### src/rtl/spi_cmd_pkg.sv
// Shared op codes, frame widths and FSM state encoding for the SPI command master.
package spi_cmd_pkg;

    localparam logic [1:0] OP_WR_ADDR = 2'd0;
    localparam logic [1:0] OP_WR_DATA = 2'd1;
    localparam logic [1:0] OP_RD_ADDR = 2'd2;
    localparam logic [1:0] OP_RD_DATA = 2'd3;

    localparam int unsigned FRAME_W = 10;
    localparam int unsigned DATA_W  = 8;

    typedef enum logic [2:0] {
        IDLE,
        SETUP,
        SHIFT_CMD,
        TURN,
        SHIFT_RD,
        HOLD,
        GAP
    } state_e;

endpackage

### src/rtl/spi_sclk_gen.sv
// SCLK divider: CLK_DIV clk cycles per half-period, starting low after clear.
// rise_stb_o/fall_stb_o flag the cycle whose closing edge moves sclk_o.
module spi_sclk_gen
    import spi_cmd_pkg::*;
#(
    parameter int unsigned CLK_DIV = 2
) (
    input  logic clk,
    input  logic rst_n,
    input  logic en_i,
    input  logic clr_i,
    output logic sclk_o,
    output logic rise_stb_o,
    output logic fall_stb_o
);

    logic [7:0] cnt_q, cnt_d;
    logic       sclk_q, sclk_d;
    logic       last;

    assign last = (cnt_q == 8'(CLK_DIV - 1));

    always_comb begin
        cnt_d  = cnt_q;
        sclk_d = sclk_q;
        if (clr_i) begin
            cnt_d  = '0;
            sclk_d = 1'b0;
        end else if (en_i) begin
            if (last) begin
                cnt_d  = '0;
                sclk_d = ~sclk_q;
            end else begin
                cnt_d = cnt_q + 8'd1;
            end
        end
    end

    always_ff @(posedge clk) begin
        if (!rst_n) begin
            cnt_q  <= '0;
            sclk_q <= 1'b0;
        end else begin
            cnt_q  <= cnt_d;
            sclk_q <= sclk_d;
        end
    end

    assign sclk_o     = sclk_q;
    assign rise_stb_o = en_i & last & ~sclk_q;
    assign fall_stb_o = en_i & last & sclk_q;

endmodule

### src/rtl/spi_cmd_master.sv
// SPI mode-0 initiator for 10-bit {op,data} frames with 8-bit read-back on op 3.
// Optional: SPI_CMD_MASTER_AUTO_READ_EN chains an op-3 frame after every op-2 frame.
module spi_cmd_master
    import spi_cmd_pkg::*;
#(
    parameter int unsigned CLK_DIV    = 2,
    parameter int unsigned TURNAROUND = 1,
    parameter int unsigned IDLE_GAP   = 1
) (
    input  logic       clk,
    input  logic       rst_n,
    input  logic       cmd_valid,
    output logic       cmd_ready,
    input  logic [1:0] cmd_op,
    input  logic [7:0] cmd_data,
    output logic       rsp_valid,
    output logic [7:0] rsp_data,
    output logic       busy,
    output logic       sclk,
    output logic       ss_n,
    output logic       mosi,
    input  logic       miso
);

    localparam int unsigned GAP_CYC = 2 * CLK_DIV * IDLE_GAP;

    state_e              state_q;
    logic [FRAME_W-1:0]  shift_q;
    logic [DATA_W-1:0]   rd_q;
    logic [DATA_W-1:0]   rsp_data_q;
    logic [3:0]          cnt_q;
    logic [12:0]         gap_q;
    logic [1:0]          op_q;
    logic                ss_n_q, mosi_q, cmd_ready_q, busy_q, rsp_valid_q;
`ifdef SPI_CMD_MASTER_AUTO_READ_EN
    logic                auto_q;
`endif

    logic gen_en, gen_clr, rise_stb, fall_stb;

    // HOLD ends on the would-be rising strobe; clearing there keeps sclk low.
    assign gen_en  = (state_q != IDLE) && (state_q != GAP);
    assign gen_clr = (state_q == IDLE) || (state_q == GAP) || ((state_q == HOLD) && rise_stb);

    spi_sclk_gen #(.CLK_DIV(CLK_DIV)) u_sclk_gen (
        .clk       (clk),
        .rst_n     (rst_n),
        .en_i      (gen_en),
        .clr_i     (gen_clr),
        .sclk_o    (sclk),
        .rise_stb_o(rise_stb),
        .fall_stb_o(fall_stb)
    );

    always_ff @(posedge clk) begin
        if (!rst_n) begin
            state_q     <= IDLE;
            shift_q     <= '0;
            rd_q        <= '0;
            rsp_data_q  <= '0;
            cnt_q       <= '0;
            gap_q       <= '0;
            op_q        <= '0;
            ss_n_q      <= 1'b1;
            mosi_q      <= 1'b0;
            cmd_ready_q <= 1'b0;
            busy_q      <= 1'b0;
            rsp_valid_q <= 1'b0;
`ifdef SPI_CMD_MASTER_AUTO_READ_EN
            auto_q      <= 1'b0;
`endif
        end else begin
            rsp_valid_q <= 1'b0;
            case (state_q)
                IDLE: begin
                    if (cmd_valid && cmd_ready_q) begin
                        shift_q     <= {cmd_op, cmd_data};
                        op_q        <= cmd_op;
                        mosi_q      <= cmd_op[1];
                        ss_n_q      <= 1'b0;
                        cmd_ready_q <= 1'b0;
                        busy_q      <= 1'b1;
                        state_q     <= SETUP;
`ifdef SPI_CMD_MASTER_AUTO_READ_EN
                        auto_q      <= (cmd_op == OP_RD_ADDR);
`endif
                    end else begin
                        cmd_ready_q <= 1'b1;
                    end
                end
                SETUP: begin
                    if (rise_stb) begin
                        cnt_q   <= '0;
                        state_q <= SHIFT_CMD;
                    end
                end
                SHIFT_CMD: begin
                    if (fall_stb) begin
                        shift_q <= {shift_q[FRAME_W-2:0], 1'b0};
                        mosi_q  <= shift_q[FRAME_W-2];
                        if (cnt_q == 4'(FRAME_W - 1)) begin
                            cnt_q <= '0;
                            if (op_q == OP_RD_DATA)
                                state_q <= (TURNAROUND == 0) ? SHIFT_RD : TURN;
                            else
                                state_q <= HOLD;
                        end else begin
                            cnt_q <= cnt_q + 4'd1;
                        end
                    end
                end
                TURN: begin
                    if (fall_stb) begin
                        if (cnt_q == 4'(TURNAROUND - 1)) begin
                            cnt_q   <= '0;
                            state_q <= SHIFT_RD;
                        end else begin
                            cnt_q <= cnt_q + 4'd1;
                        end
                    end
                end
                SHIFT_RD: begin
                    if (rise_stb)
                        rd_q <= {rd_q[DATA_W-2:0], miso};
                    if (fall_stb) begin
                        if (cnt_q == 4'(DATA_W - 1)) begin
                            cnt_q   <= '0;
                            state_q <= HOLD;
                        end else begin
                            cnt_q <= cnt_q + 4'd1;
                        end
                    end
                end
                HOLD: begin
                    if (rise_stb) begin
                        ss_n_q  <= 1'b1;
                        mosi_q  <= 1'b0;
                        gap_q   <= 13'(GAP_CYC - 1);
                        state_q <= GAP;
                        if (op_q == OP_RD_DATA) begin
                            rsp_valid_q <= 1'b1;
                            rsp_data_q  <= rd_q;
                        end
                    end
                end
                GAP: begin
                    if (gap_q == '0) begin
`ifdef SPI_CMD_MASTER_AUTO_READ_EN
                        if (auto_q) begin
                            // Chained read frame: cmd_ready stays low throughout.
                            auto_q  <= 1'b0;
                            shift_q <= {OP_RD_DATA, 8'h00};
                            op_q    <= OP_RD_DATA;
                            mosi_q  <= OP_RD_DATA[1];
                            ss_n_q  <= 1'b0;
                            state_q <= SETUP;
                        end else begin
                            cmd_ready_q <= 1'b1;
                            busy_q      <= 1'b0;
                            state_q     <= IDLE;
                        end
`else
                        cmd_ready_q <= 1'b1;
                        busy_q      <= 1'b0;
                        state_q     <= IDLE;
`endif
                    end else begin
                        gap_q <= gap_q - 13'd1;
                    end
                end
                default: state_q <= IDLE;
            endcase
        end
    end

    assign cmd_ready = cmd_ready_q;
    assign rsp_valid = rsp_valid_q;
    assign rsp_data  = rsp_data_q;
    assign busy      = busy_q;
    assign ss_n      = ss_n_q;
    assign mosi      = mosi_q;

endmodule

### config.mk
export PLATFORM = sky130hd
export DESIGN_NAME = spi_cmd_master
export DESIGN_NICKNAME = d
export VERILOG_FILES = /design/src/rtl/spi_cmd_pkg.sv /design/src/rtl/spi_sclk_gen.sv /design/src/rtl/spi_cmd_master.sv
export SDC_FILE = /design/constraint.sdc
export NUM_CORES = 1
export LEC_CHECK = 0
export ABC_CLOCK_PERIOD_IN_PS = 2500
export CAP_MARGIN = 20
export CORE_ASPECT_RATIO = 0.9
export CORE_MARGIN = 10
export CORE_UTILIZATION = 57
export DETAILED_ROUTE_END_ITERATION = 8
export GPL_TIMING_DRIVEN = 0
export HOLD_SLACK_MARGIN = 0.1
export PLACE_DENSITY = 0.9
export SLEW_MARGIN = 0
export SYNTH_ARGS = -nofsm -noshare
export SYNTH_HDL_FRONTEND = slang
export SYNTH_SLANG_ARGS = --single-unit
### constraint.sdc
create_clock -name clk -period 2.5 [get_ports clk]
set_clock_uncertainty 0.1 [all_clocks]
set_input_delay 0.375 -clock clk [delete_from_list [all_inputs] [get_ports clk]]
set_output_delay 0.375 -clock clk [all_outputs]
set_load 0.01 [all_outputs]
==> qor.yml, run 1 <==
clock_tree:
  cts_buffers: 9
  cts.sinks: 61
  cts_tree: "done"
  cts.hold.buffers_added: 0
  clk_pin_slew_worst_paths_ps: 70
  cts_max_level: 3
  cts_root_buffer: "clkbuf_8"
  clkLatencyLatePin_ps: 350
  cts.path.max_buffers: 2
routing:
  vias_per_cell: 5.80
  wirelength_um: 6520
  drc_errors: 0
  drtPass1Iterations: 4
  vias: 2522
  wl_per_cell_um: 15.0
  drtAntennaViolNets: 0
  initialDrtViolationCount: 199
floorplan:
  dieArea_um2: 8370
  core_um2: 4890
  die_y_um: 87.8
  die_w_um: 95.3
  placementRows: 24
  num_io_pins: 28
  initial_core_util: 0.595
synthesis:
  syn_nets: 348
  syn_inst: 327
  ys_ff_latch: 61
  ys_types: 55
  synthTopCellsByArea: "dfxtp_1 42%, mux2i_1 9.6%, nor2_1 7.5%"
  synth.top_cell.area_share: 0.420
  synth_edf_count: 0
  async_reset_ff_frac: 0
  yosys_warnings: 0
  synth-seq-area-share: 0.420
  synth-main-ff-cell: "dfxtp_1"
  synth_area_um2: 2910
  avgSynthCellArea_um2: 8.90
  yosys.area.top_type: "dfxtp_1"
setup_path:
  crit_arrival_ps: 2510
  path_max_fanout: 8
  end_kind: "flop"
  slowest_delay_ps: 500
  path_cells: "inv_1, ha_1, or4b_4, or2_1, or3_4, buf_6, mux2i_2, nor2_1"
  crit_path_top_delay_cell: "or4b_4"
  crit_required_ps: 2620
  rrSetupSlack_ps: 120
  cp-start-kind: "flop"
  path_class: "reg -> reg"
  r2r_start: "u_sclk_gen.cnt_q[1]"
  crit_start: "u_sclk_gen.cnt_q[1]"
power:
  power_mw: 2.13
  vdd_ir_drop_max_v: 0.000447
  p_per_area_nw_per_um2: 607
  p_leak_nw: 1.37
sta:
  hold_viol_final: 0
  finalSetupViolations: 0
  slew_violations: 0
  worstMarginPinSlew_ps: 749
  min_period_over_period: 0.953
  rsz0062_at_grt: "false"
  tns_ps: 0
  slew_headroom: 0.496
  finalCriticalPeriod_ps: 2380
  fmax_mhz: 420
flow_run:
  cap_violations: 0
global_routing:
  grt_pass1_wl_um: 10800
  antenna_found_initial: 0
  grtUsageMet2: 0.256
  grt_overflow: 0
  busiest_layer: "met2"
  grt_pass1_vias: 2410
  met1_usage: 0.187
  grt_max_degree: 11
  grt_use_total: 0.162
  grt_use_met3: 0.0770
hold_path:
  holdCritStartpoint: "u_sclk_gen.cnt_q[0]"
  hold_path.class: "reg -> reg"
placement:
  numPortBuffers: 26
  place_area_um2: 3250
  gp_congestion: 0.905
  dp_hpwl_um: 4360
final_layout:
  final_area_um2: 3510
  num-fill-cells: 375
  syn_to_final_growth_pct: 20.7
  num_antenna_cells: 0
  layout-drive-gt1-share: 0.0919
  final_nets: 386
outcome:
  status: "finished clean"
-- cell usage in the layout (no fill, tap or decap), drive strengths merged, types with 2 or more instances in the layout --
| master | n |
|---|---|
| nand2b | 7 |
| clkinv | 2 |
| nand4 | 5 |
| nor2b | 5 |
| nand4b | 2 |
| a21oi | 7 |
| bufinv | 2 |
| o311a | 2 |
| ha | 7 |
| nor3 | 7 |
| or3 | 6 |
| a211oi | 11 |
| o311ai | 2 |
| nand3 | 12 |
| clkdlybuf4s50 | 26 |
| dfxtp | 61 |
| clkbuf | 22 |
| xor2 | 14 |
| o22ai | 2 |
| a41o | 3 |
| nor4 | 4 |
| nand2 | 21 |
| mux2i | 28 |
| o31a | 2 |
| nor3b | 3 |
| buf | 8 |
| nor2 | 58 |
| inv | 7 |
| o21ai | 11 |
| and4 | 2 |
-- routing by layer --
metal / share of wire / vias to the layer above / wire [µm]
li1: - / 1239 / -
met1: 0.43 / 1192 / 2800
met2: 0.46 / 83 / 2990
met3: 0.094 / 8 / 614
met4: 0.017 / 0 / 108
met5: 0 / - / 0
-- final cells by class --
cell class	instances	area [µm²]	share of cell area
Inverter	7	26.3	0.00748
Sequential cell	61	1230	0.349
Tap cell	65	81.3	0.0231
Timing Repair Buffer	28	275	0.0783
Clock inverter	4	70.1	0.0199
Multi-Input combinational cell	242	1610	0.457
Buffer	16	72.6	0.0207
Clock buffer	12	155	0.0442
-- where the power goes --
part           switching, mW  total [mW]  leakage, nW  internal, mW
combinational         0.0677       0.129        0.761        0.0611
sequential            0.0124        1.00        0.495         0.990
clock                  0.389        1.00        0.116         0.612
total                  0.470        2.13         1.37          1.66
-- registers in the layout, summed over array words and instances (netlist names) --
register,cells
state_q,3
cnt_q,4
mosi,1
cmd_ready,1
rsp_data,8
shift_q,9
busy,1
rd_q,8
rsp_valid,1
u_sclk_gen.sclk_o,1
ss_n,1
gap_q,13
u_sclk_gen.cnt_q,8
op_q,2
-- cells by family (layout without fill, tap and decap cells) --
group	count (synthesis)	count (layout)	share of synthesized area
AO/OA/AOI/OAI	51	51	0.129
XOR/XNOR	14	14	0.0421
adder cells (fa/ha/maj)	7	7	0.0301
buffers and inverters	24	67	0.0344
flip-flops	61	61	0.420
multiplexers	28	28	0.0963
AND/OR/NAND/NOR	142	142	0.249
-- through the flow --
step / util / instances / hold slack (ps) / worst slack, ps
6_report: 0.718 / 435 / 351 / 116
5_1_grt: 0.718 / 435 / 372 / 6.68
4_1_cts: 0.715 / 436 / 375 / 58.9
3_5_place_dp: 0.664 / 418 / 366 / -10.9
3_3_place_gp: 0.664 / 418 / 357 / 14.3
2_1_floorplan: - / 327 / 353 / 216
-- cell usage after synthesis, types with 6 or more instances --
master     n
o21ai_0   11
inv_1      7
a21oi_1    6
clkbuf_1  10
mux2i_1   28
nand2_1   21
dfxtp_1   61
nor3_1     6
ha_1       7
nand2b_1   7
nor2_1    58
or3_1      6
nand3_1   12
xor2_1    14
a211oi_1  10
-- worst max-delay path: cells and delay by family (launching register included) --
kind                       cells  cell delay [ps]
buffers and inverters          2              220
adders and majority gates      1              120
and+or+nand+nor                4             1280
muxes                          1              190
DFF                            1              340
-- final timing paths --
path                            depth (start not counted)                   to
worst max-delay path                                    8              rd_q[4]
worst min-delay path                                    1  u_sclk_gen.cnt_q[0]
worst max register to register                          8              rd_q[4]
worst min register to register                          1  u_sclk_gen.cnt_q[0]
-- timing repair --
action                                  4_1_cts  5_1_grt
setup buffers                                 2        0
pin swaps                                     1        0
resized for setup                             2        6
endpoints found under the hold margin         0        0
endpoints found under the setup margin        3       10
Power figures use the tool's default switching activity.
==> inputs of run 2 (changes only) <==
--- a/config.mk
+++ b/config.mk
@@ -10,6 +10,7 @@
 export CORE_ASPECT_RATIO = 0.9
 export CORE_MARGIN = 10
 export CORE_UTILIZATION = 57
+export CTS_CLUSTER_SIZE = 28
 export DETAILED_ROUTE_END_ITERATION = 8
 export GPL_TIMING_DRIVEN = 0
 export HOLD_SLACK_MARGIN = 0.1
==> results of run 2 <==
The final DEF is identical to that of run 1; final timing and power are the same.
